**src/rtl/key_command_sequencer.sv**
```systemverilog
// key_command_sequencer
//   Turns the raw, bouncing calculator push-buttons and mode switch into clean
//   one-hot commands. Each command is held until the calculator core's slow
//   clock has gone low and then risen once, so the core samples it exactly once.
//   Everything runs on CLOCK_50; SLOW_CLK is sampled as data.
//
// Ports
//   CLOCK_50   in   system clock, rising edge
//   RESET_N    in   asynchronous active-low reset
//   KEY[3:0]   in   raw buttons, active-low, asynchronous
//   MODE_SW    in   raw mode switch, asynchronous
//   SLOW_CLK   in   calculator core clock, treated as data
//   add..clr   out  one-hot command levels to the core
//   busy       out  a command is held; new presses are dropped
//
// FSM states
//   state     | meaning
//   IDLE      | no command held, accepting presses
//   WAIT_FALL | command held, waiting for synced SLOW_CLK to fall
//   WAIT_RISE | command held, waiting for synced SLOW_CLK to rise, then release
module key_command_sequencer #(
    parameter int DEBOUNCE_CYCLES = 1000000,
    parameter int CNT_W           = 20
) (
    input  logic       CLOCK_50,
    input  logic       RESET_N,
    input  logic [3:0] KEY,
    input  logic       MODE_SW,
    input  logic       SLOW_CLK,
    output logic       add,
    output logic       sub,
    output logic       mult,
    output logic       dvd,
    output logic       eq,
    output logic       clr,
    output logic       busy
);

    typedef enum logic [1:0] {
        IDLE      = 2'd0,
        WAIT_FALL = 2'd1,
        WAIT_RISE = 2'd2
    } state_t;

    // one-hot command encodings, ordered {add, sub, mult, dvd, eq, clr}
    localparam logic [5:0] CMD_ADD  = 6'b100000;
    localparam logic [5:0] CMD_SUB  = 6'b010000;
    localparam logic [5:0] CMD_MULT = 6'b001000;
    localparam logic [5:0] CMD_DVD  = 6'b000100;
    localparam logic [5:0] CMD_EQ   = 6'b000010;
    localparam logic [5:0] CMD_CLR  = 6'b000001;

    localparam logic [CNT_W-1:0] CNT_LAST = CNT_W'(DEBOUNCE_CYCLES - 1);

    logic [3:0]             key_s1_q, key_s2_q;
    logic                   mode_s1_q, mode_s2_q;
    logic                   slow_s1_q, slow_s2_q, slow_s3_q;
    logic [1:0]             settle_q, settle_d;
    logic [3:0]             arm_q, arm_d;
    logic [3:0]             deb_q, deb_d;
    logic [3:0]             deb_prev_q;
    logic [3:0][CNT_W-1:0]  cnt_q, cnt_d;
    logic [3:0]             press;
    logic [5:0]             cmd_dec;
    logic                   settled;
    logic                   slow_fall, slow_rise;

    state_t                 state_q;
    logic [5:0]             cmd_q;
    logic                   busy_q;

    // Synchroniser outputs only carry real pin values two edges after reset
    // release; until then the reset values could look like a released key.
    assign settled = (settle_q == 2'd2);

    always_comb begin
        settle_d = settled ? settle_q : settle_q + 2'd1;
        for (int k = 0; k < 4; k++) begin
            deb_d[k] = deb_q[k];
            cnt_d[k] = '0;
            if (key_s2_q[k] != deb_q[k]) begin
                if (cnt_q[k] == CNT_LAST) begin
                    deb_d[k] = ~deb_q[k];
                end else begin
                    cnt_d[k] = cnt_q[k] + CNT_W'(1);
                end
            end
        end
        // A key only becomes able to issue a command once it has been seen
        // released after reset, so a key held through reset stays silent.
        arm_d = arm_q | ({4{settled}} & key_s2_q & deb_q);
    end

    // press event: debounced level went 1 -> 0 on an armed key
    assign press = arm_q & deb_prev_q & ~deb_q;

    always_comb begin
        cmd_dec = '0;
        if (press[3]) begin
            cmd_dec = mode_s2_q ? CMD_EQ : CMD_ADD;
        end else if (press[2]) begin
            cmd_dec = mode_s2_q ? 6'b000000 : CMD_SUB;
        end else if (press[1]) begin
            cmd_dec = mode_s2_q ? 6'b000000 : CMD_MULT;
        end else if (press[0]) begin
            cmd_dec = mode_s2_q ? CMD_CLR : CMD_DVD;
        end
    end

    assign slow_fall = ~slow_s2_q & slow_s3_q;
    assign slow_rise = slow_s2_q & ~slow_s3_q;

    always_ff @(posedge CLOCK_50 or negedge RESET_N) begin
        if (!RESET_N) begin
            key_s1_q   <= 4'hF;
            key_s2_q   <= 4'hF;
            mode_s1_q  <= 1'b0;
            mode_s2_q  <= 1'b0;
            slow_s1_q  <= 1'b0;
            slow_s2_q  <= 1'b0;
            slow_s3_q  <= 1'b0;
            settle_q   <= 2'd0;
            arm_q      <= 4'h0;
            deb_q      <= 4'hF;
            deb_prev_q <= 4'hF;
            cnt_q      <= '0;
        end else begin
            key_s1_q   <= KEY;
            key_s2_q   <= key_s1_q;
            mode_s1_q  <= MODE_SW;
            mode_s2_q  <= mode_s1_q;
            slow_s1_q  <= SLOW_CLK;
            slow_s2_q  <= slow_s1_q;
            slow_s3_q  <= slow_s2_q;
            settle_q   <= settle_d;
            arm_q      <= arm_d;
            deb_q      <= deb_d;
            deb_prev_q <= deb_q;
            cnt_q      <= cnt_d;
        end
    end

    always_ff @(posedge CLOCK_50 or negedge RESET_N) begin
        if (!RESET_N) begin
            state_q <= IDLE;
            cmd_q   <= '0;
            busy_q  <= 1'b0;
        end else begin
            case (state_q)
                IDLE: begin
                    if (|cmd_dec) begin
                        cmd_q   <= cmd_dec;
                        busy_q  <= 1'b1;
                        state_q <= WAIT_FALL;
                    end
                end
                WAIT_FALL: begin
                    if (slow_fall) begin
                        state_q <= WAIT_RISE;
                    end
                end
                WAIT_RISE: begin
                    if (slow_rise) begin
                        cmd_q   <= '0;
                        busy_q  <= 1'b0;
                        state_q <= IDLE;
                    end
                end
                default: begin
                    cmd_q   <= '0;
                    busy_q  <= 1'b0;
                    state_q <= IDLE;
                end
            endcase
        end
    end

    assign {add, sub, mult, dvd, eq, clr} = cmd_q;
    assign busy = busy_q;

endmodule

```
**config.mk**
```make
export PLATFORM = sky130hd
export DESIGN_NAME = key_command_sequencer
export DESIGN_NICKNAME = d
export VERILOG_FILES = /design/src/rtl/key_command_sequencer.sv
export SDC_FILE = /design/constraint.sdc
export NUM_CORES = 1
export LEC_CHECK = 0
export BUFFER_PORTS_ARGS = -buffer_cell sky130_fd_sc_hd__buf_4
export CAP_MARGIN = 20
export CORE_ASPECT_RATIO = 1.5
export CORE_UTILIZATION = 50
export CTS_CLUSTER_DIAMETER = 120
export DETAILED_ROUTE_END_ITERATION = 10
export PLACE_DENSITY = 0.63
export SLEW_MARGIN = 20
export SYNTH_ARGS = -nofsm -noshare
export SYNTH_HDL_FRONTEND = slang
export SYNTH_SLANG_ARGS = --single-unit
```
**constraint.sdc**
```tcl
create_clock -name CLOCK_50 -period 2.8 [get_ports CLOCK_50]
set_input_delay 0 -clock CLOCK_50 [delete_from_list [all_inputs] [get_ports CLOCK_50]]
set_output_delay 0 -clock CLOCK_50 [all_outputs]
set_load 0.1 [all_outputs]
```
==> results.md, run 1 <==
* Ant diodes at 0
* Setup repair after global routing missed its margin: false
* Post-Place Worst Slack at 647 ps
* Largest net degree at the start of global routing at 52
* I/O Buffers at 14
* Startpoint Class: flip-flop
* Worst reg2reg endpoint: cnt_q[38]
* Seq cells post-synth at 116
* Total GRT Usage at 0.198
* Syn avg cell area at 10.5 sq um
* Mapped cell area at 5320 sq um
* Top Metal Used: met4
* Critical Path Start: cnt_q[20]
* Initial antenna violation count at 0
* Clock transition at path regs at 50 ps
* Clk Latency, worst-skew pair at 400 ps
* Met3 wire length at 229 um
* Core area at 10,200 sq um
* Worst path cell trace: ha_1 -> nand2_1 -> or4_1 -> or4_1 -> a21oi_1
* Max VDD drop at 0.000470 V
* Cell count after synthesis at 505
* YS warnings at 0
* # setup viols final at 0
* Routed WL at 9630 um
* Layout cells sized above 1 at 0.155
* Final Cycle Share at 0.773
* Die width at 86.2 um
* Vias at 3,826
* Top post-synthesis cells by area: dfrtp_1 (47%), dfstp_2 (7.9%), xnor2_1 (4.3%)
* Fin worst setup slack at 635 ps
* Die height at 128 um
* Final net count at 549
* Critical Path RT at 3120 ps
* Total grt overflow at 0
* Worst path max stage delay at 640 ps
* Worst path depth at 5
* Ports at 15
* Final Skew at 6.71 ps
* ANT nets after route at 0
* Leak at 2.58 nW
* DIE AREA at 11,100 sq um
* Max Fclk at 0.462 GHz
* Cts repair resizes at 0
* Final setup TNS at 0 ps
* Syn_nets at 518
* DRC errors left at 0
* Rows at 45
* Worst Tran Pin Value at 814 ps
* Max-slew headroom at 0.449
* Sequential share of the synthesized area at 0.549
* Post-synth top cells: dfrtp_1 (100), nor2_1 (56), nand3_1 (33)
* Area after DPL at 5580 sq um
* CTS Buf Count at 17
* Router iterations before antenna repair at 4
* Final Cell Area at 6310 sq um
* Slowest CP cell: or4_1
* Synth top area share at 0.470
* Vias/cell at 5.54
* Flop-to-flop setup slack at 630 ps
* Slew Limit Fails at 0
* WP buf/inv at 0
* Worst r2r path cells at 5
* Synth-to-Final Area Change at 18.6%
* TritonCTS clock tree: built
* Clock buffer depth at 2
* Synth cell types at 51
* Crit path capture: cnt_q[38]
* Pwr per Cell Area at 676 nW/um^2
* WP data arrival at 2480 ps
* Final Hold Viols at 0
* Synth Flop Type: dfrtp_1
* FFs w/ async S/R, synth at 1.00
* Run status: finished, final reports clean
* EDFF count, synth at 0
* Clock sinks at 116
* Setup Crit Path Kind: reg2reg
* Dpl hpwl at 6350 um
* Vias in the first global route at 3,791
* Hold slack at 167 ps
* FF-to-FF Start: cnt_q[20]
* Routability cong. at 0.786
* Yosys top cell by area: dfrtp_1
* Max Cap Viol at 0
* Hold crit path type: in2async
* Avg WL per Cell at 14.0 um
* Initial core utilization at 0.519
* Crit end category: flip-flop
* H-tree depth at 4
* Global-route wire length before repair at 17,200 um
* Most frequent cell after synthesis: dfrtp_1
* Most used cell, CP: or4_1
* First DRT Iteration DRCs at 175
* Critical path's top delay family: simple AND/OR/NAND/NOR gates
* Met2 WL at 4860 um
* Min Tclk post-route at 2170 ps
* Max FO, Critical Path at 8
* Root Buffer: clkbuf_16
* Post-Route M1 WL at 4400 um
[where the power goes]
part,switching (mW),total [mW],internal (mW),leakage [nW]
clock network,0.715,2.43,1.71,0.325
registers,0.0245,1.73,1.71,1.54
logic,0.0685,0.105,0.0360,0.719
[metal layers]
metal	vias to the layer above	GRT usage
met5	-	0
met4	0	0.0804
met3	11	0.0500
met2	55	0.326
met1	1880	0.249
li1	1880	-
[state kept, by name (all words and copies together), names as in the netlist, 2 cells and up]
signal      count
arm_q           4
key_s1_q        4
deb_q           4
cnt_q          80
settle_q        2
state_q         2
cmd_q           6
deb_prev_q      4
key_s2_q        4
[kinds of logic (layout without fill, tap and decap cells)]
group                      Yosys count  in the layout  synth area share
muxes                                6              6            0.0122
adders and majority gates            5              5            0.0118
AOI/OAI and AO/OA                   76             76            0.0931
buffers and inverters               35             79            0.0275
DFF                                116            116             0.549
xor gates and xnor gates            48             48            0.0790
and+or+nand+nor                    219            219             0.227
[cell type report]
class	count	area (sq um)
clock buffer	23	468
clock inverter	9	199
fill	891	3940
inverter	20	75.1
multi-input combinational	354	2250
sequential	116	2920
tap	141	176
timing repair buffer	27	220
[cell usage in the layout, fill, tap and decap left out, types with 5 or more instances in the layout]
master	count
dfrtp_1	100
nor2_1	56
nand3_1	33
a21oi_1	27
xnor2_1	26
nand2_1	25
xor2_1	22
or4_1	21
inv_1	20
buf_4	20
o21ai_0	17
clkbuf_16	17
dfstp_2	16
or3_1	15
o31ai_1	13
nor3_1	12
nand4_1	12
nor4_1	7
dlygate4sd3_1	7
bufinv_16	6
nand2b_1	5
ha_1	5
[worst reg2reg max path: cells and delay by family, from the launching register on]
family | cells | cell delay [ps]
AND/OR/NAND/NOR | 3 | 1260
flip-flops | 1 | 410
AO/OA/AOI/OAI | 1 | 170
adder cells (fa/ha/maj) | 1 | 250
[timing repair]
action	4_1_cts	5_1_grt
hold buffers	7	0
hold endpoints to repair	49	0
buffers inserted	0	0
[metrics by stage]
step / power [mW] / instances / util
finish: 4.27 / 690 / 0.616
global route: 4.41 / 690 / 0.616
CTS: 4.31 / 690 / 0.616
detailed placement: 1.86 / 651 / 0.544
global placement: 1.86 / 651 / 0.544
floorplan: 1.80 / 505 / -
[worst min-delay path by stage]
stage,startpoint,to,cells past startpoint
after CTS,RESET_N,cnt_q[77],2
final,RESET_N,cnt_q[77],2
after global routing,RESET_N,cnt_q[79],2
after global placement,RESET_N,cnt_q[77],1
after floorplan,RESET_N,arm_q[0],0
after detailed placement,RESET_N,cnt_q[77],1
Power figures use the tool's default switching activity.
==> run 2: changes to the inputs <==
- clock period: 2.8 -> 2.1 ns (I/O delays scaled with it)
==> run 2 against run 1 <==
Combinational power grew 56%. Global-route usage grew 1.1 points. Clock power grew 14%. Cell count rose by 3.8%. Clock skew increased by 4.7 ps. Largest cell class unchanged. Sequential power increased by 34%. Flip-flop and latch count unchanged. Die area did not move. Count of clock-buffer cells in the layout is the same. Non-clock buffer count is 26 higher. Total power increased by 23%.
==> results.md, run 2 (synthesized netlist as in run 1, its figures left out) <==
* Pwr per Cell Area at 810 nW/um^2
* Min Tclk post-route at 2050 ps
* Final Skew at 11.5 ps
* Inst Count DP at 672
* Vias in the first global route at 4,084
* Largest net degree at the start of global routing at 43
* Max-slew headroom at 0.678
* Crit end category: flip-flop
* Clock transition at path regs at 60 ps
* Synth-to-Final Area Change at 21.9%
* Fin cells at 716
* Most frequent cells in the layout: dfrtp_1 (100), nor2_1 (55), buf_4 (42)
* TritonCTS clock tree: built
* Global-route wire length before repair at 18,200 um
* # setup viols final at 0
* DIE AREA at 11,100 sq um
* Hold crit path type: in2async
* Comb power frac at 0.031
* Ports at 15
* Final Hold Viols at 0
* Top Registers: cnt_q: 80 flops, cmd_q: 6 flops
* Avg WL per Cell at 14.4 um
* WP data arrival at 2320 ps
* CTS Buf Count at 17
* Die height at 128 um
* Dpl hpwl at 6860 um
* Pint at 4.17 mW
* ANT nets after route at 0
* Core area at 10,200 sq um
* First DRT Iteration DRCs at 199
* Max FFs per register at 80
* Rows at 45
* Final setup TNS at 0 ps
* Total grt overflow at 0
* Vias/cell at 5.52
* Area after DPL at 5750 sq um
* I/O Buffers at 14
* Clk Latency, worst-skew pair at 410 ps
* Final net count at 575
* Clk pwr share at 0.529
* Leak at 2.69 nW
* Die width at 86.2 um
* Final Cycle Share at 0.977
* Setup Crit Path Kind: reg2reg
* Net Switching at 1.08 mW
* Biggest register: cnt_q
* Routability cong. at 0.818
* Initial antenna violation count at 0
* Max Fclk at 0.487 GHz
* Clock sinks at 116
* Root Buffer: clkbuf_16
* Run status: finished, final reports clean
* Routed WL at 10,300 um
* Clock buffer depth at 2
* Final Cell Area at 6490 sq um
* Fill cells at 851
* Critical Path RT at 2370 ps
* H-tree depth at 4
* Startpoint Class: flip-flop
* Vias at 3,951
* Sequential share of power at 0.439
* Slew Limit Fails at 0
* Max FO, Critical Path at 5
* Layout cells sized above 1 at 0.209
* Max VDD drop at 0.000578 V
* Ant diodes at 0
* Initial core utilization at 0.519
* Router iterations before antenna repair at 4
* Total GRT Usage at 0.208
* DRC errors left at 0
* Worst Tran Pin Value at 478 ps
* Max Cap Viol at 0
* Switching share of power at 0.206
* Most common cell after layout, fill and taps aside: dfrtp_1
## run 2: metal layers
layer / routed length (um) / global-route usage / up-vias
met4: 139 / 0.0922 / 0
met1: 4600 / 0.251 / 1956
li1: - / - / 1931
met2: 5340 / 0.354 / 53
met3: 212 / 0.0500 / 11
met5: 0 / 0 / -
## run 2: worst paths after layout
check	cells past startpoint	slack (ps)	startpoint	to
max	5	50	cnt_q[73]	cnt_q[79]
min	2	70	RESET_N	cnt_q[6]
max reg2reg	5	50	cnt_q[73]	cnt_q[79]
min reg2reg	0	360	key_s1_q[3]	key_s2_q[3]
max in group asynchronous	3	1310	RESET_N	key_s2_q[3]
min in group CLOCK_50	2	240	KEY[1]	key_s1_q[1]
## run 2: metrics by stage
stage	power, mW	hold slack [ps]	util	setup slack, ps
global placement	2.49	-50.2	0.561	53.3
CTS	5.32	71.2	0.625	8.46
finish	5.26	67.5	0.633	48.6
floorplan	2.40	-296	-	113
global route	5.46	81.7	0.633	-1.59
detailed placement	2.49	-49.6	0.561	2.63
## run 2: final cells by class
class | instances | area [sq um] | area share
clock buffers | 23 | 478 | 0.0737
flip-flops and latches | 116 | 2920 | 0.451
well taps | 141 | 176 | 0.0272
inverters | 20 | 75.1 | 0.0116
repair buffers | 53 | 439 | 0.0677
clock inverters | 9 | 104 | 0.0160
multi-input cells | 354 | 2290 | 0.353
## run 2: power groups by stage
stage                     combinational (mW)  clock, mW  sequential, mW
after floorplan                       0.0615          0            2.34
after global placement                 0.141          0            2.34
after detailed placement               0.145          0            2.35
after CTS                              0.159       2.85            2.31
after global routing                   0.190       2.95            2.31
final                                  0.164       2.78            2.31
## run 2: repair_timing
action                     CTS  global route
hold endpoints to repair   106             0
setup endpoints to repair   18            36
pin swaps                    0             2
cloned                       0             2
hold buffers                 7             0
gates resized for setup      2            14
buffers inserted             0             3
## run 2: critical path, stage by stage, from the launching register on
cell and delay, ps:
dfrtp_1 390, or4b_4 510, or4_4 580, o21ai_4 230, buf_4 170, a21oi_1 40
==> run 3: changes to the inputs <==
- CORE_UTILIZATION: 50 -> 56
- PLACE_DENSITY: 0.63 -> 0.73
- TNS_END_PERCENT: not set -> 20
- clock period: 2.1 -> 1.8 ns (I/O delays scaled with it)
==> run 3 against run 2 <==
The flow now finishes with violations (setup timing). Clock skew shrank 3.6 ps. Worst hold slack better by 9.0 ps. Die area shrank 11%. Routed wire length up 14%. Total power grew 27%. Setup slack lost 260 ps. Register-to-register slack got worse by 260 ps. Sequential power rose by 17%. Utilization grew 14 points. Critical path type unchanged. Largest power group unchanged. Highest routed layer unchanged.
==> results.md, run 3 (synthesized netlist as in run 1, its figures left out) <==
* Core area at 9250 sq um
* Max Fclk at 0.497 GHz
* Clock buffer depth at 2
* Crit end category: flip-flop
* Max VDD drop at 0.000870 V
* Violated checks: setup timing
* DIE AREA at 9900 sq um
* ANT nets after route at 0
* Ports at 15
* First DRT Iteration DRCs at 221
* Critical Path RT at 2080 ps
* Avg WL per Cell at 15.8 um
* Setup repair bufs after CTS at 0
* Ant diodes at 0
* Top Registers: cnt_q: 80 flops, cmd_q: 6 flops
* Final Skew at 7.87 ps
* Run status: complete, but fails checks
* Clock sinks at 116
* Biggest register: cnt_q
* Clk Latency, worst-skew pair at 410 ps
* Router iterations before antenna repair at 4
* H-tree depth at 4
* FF-to-FF Start: cnt_q[68]
* Pwr per Cell Area at 938 nW/um^2
* Slew Limit Fails at 0
* # setup viols final at 44
* Leak at 3.04 nW
* Die width at 81.6 um
* Most common cell after layout, fill and taps aside: dfrtp_1
* Root Buffer: clkbuf_16
* CTS Buf Count at 17
* Vias at 4,223
* Initial core utilization at 0.575
* Total GRT Usage at 0.265
* Final Cycle Share at 1.12
* Vias in the first global route at 4,407
* Worst path max stage delay at 580 ps
* Hold crit path type: in2async
* Pwr Total at 6.67 mW
* Post-Place Worst Slack at -219 ps
* Flop-to-flop setup slack at -210 ps
* I/O Buffers at 14
* Global-route wire length before repair at 19,800 um
* Slowest CP cell: or4_4
* Max Cap Viol at 0
* Worst reg2reg endpoint: cnt_q[73]
* Routed WL at 11,800 um
* Vias/cell at 5.68
* Routability cong. at 0.827
* Worst path cell trace: or4b_4 -> or4_4 -> o21ai_4 -> buf_12 -> a21oi_1
* DRC errors left at 0
* Rows at 43
* Startpoint Class: flip-flop
* Max-slew headroom at 0.680
* Final Hold Viols at 0
* Final net count at 631
* Max FFs per register at 80
* Fin worst setup slack at -212 ps
* Clock transition at path regs at 60 ps
* Most frequent cells in the layout: dfrtp_1 (100), buf_4 (95), nor2_1 (54)
* Min Tclk post-route at 2010 ps
* Worst r2r path cells at 5
* Setup repair after global routing missed its margin: true
* Layout cells sized above 1 at 0.314
* Final Cell Area at 7110 sq um
* Total grt overflow at 0
* Initial antenna violation count at 0
* WP data arrival at 2300 ps
* Max FO, Critical Path at 13
* Largest net degree at the start of global routing at 46
* Area after DPL at 6280 sq um
* Synth-to-Final Area Change at 33.7%
* Worst Tran Pin Value at 479 ps
* Setup Crit Path Kind: reg2reg
* Die height at 121 um
* Critical Path Start: cnt_q[68]
* Dpl hpwl at 7790 um
* TritonCTS clock tree: built
run 3: changes by cell type in the layout (fill, tap and decap cells not counted), moves of 2 or more:
cell	delta
a21oi_1	-7
a21oi_2	+7
buf_12	+2
buf_4	+53
bufinv_16	+3
clkinvlp_4	-2
ha_1	-3
ha_4	+3
nand2_1	-3
nand2_2	+3
nor4_1	-2
nor4_2	+2
or4_1	-2
or4_4	+2
run 3: worst max path at each step:
stage	to	slack, ps
floorplan	deb_q[3]	-180
global route	cnt_q[73]	-270
global placement	cnt_q[73]	-180
CTS	cnt_q[73]	-210
finish	cnt_q[73]	-210
detailed placement	cnt_q[73]	-220
run 3: cell type report:
| cell class | instances | area, sq um |
|---|---|---|
| sequential | 116 | 2920 |
| multi-input combinational | 354 | 2420 |
| fill | 605 | 2140 |
| timing repair buffer | 109 | 888 |
| clock buffer | 23 | 488 |
| clock inverter | 9 | 174 |
| tap | 112 | 140 |
| inverter | 20 | 75.1 |
run 3: critical path: cells and delay by family (launching register included):
kind,cells,cell delay [ps]
flip-flops,1,380
buffers and inverters,1,170
AND/OR/NAND/NOR,2,1110
AO/OA/AOI/OAI,2,240
run 3: repair_timing:
| action | CTS | global route |
|---|---|---|
| gates resized for setup | 11 | 11 |
| hold endpoints to repair | 114 | 0 |
| endpoints found under the setup margin | 69 | 82 |
| pin swaps | 5 | 1 |
| hold buffers | 7 | 0 |
run 3: through the flow:
stage                     TNS [ps]  hold WS [ps]   util  cells
final                        -7240          76.5  0.769    743
after global placement       -6370         -46.0  0.678    704
after floorplan              -7510          -296      -    505
after global routing         -9770           118  0.769    743
after CTS                    -7010          84.2  0.763    743
after detailed placement     -7690         -36.2  0.678    704
run 3: where the power goes:
part / internal [mW] / switching (mW)
clock: 2.60 / 1.14
combinational: 0.103 / 0.133
sequential: 2.66 / 0.0400
total: 5.36 / 1.31
run 3: metal layers:
layer	global-route usage	wire, um
met4	0.117	257
met2	0.457	6450
met3	0.0692	309
met1	0.301	4750
met5	0	0
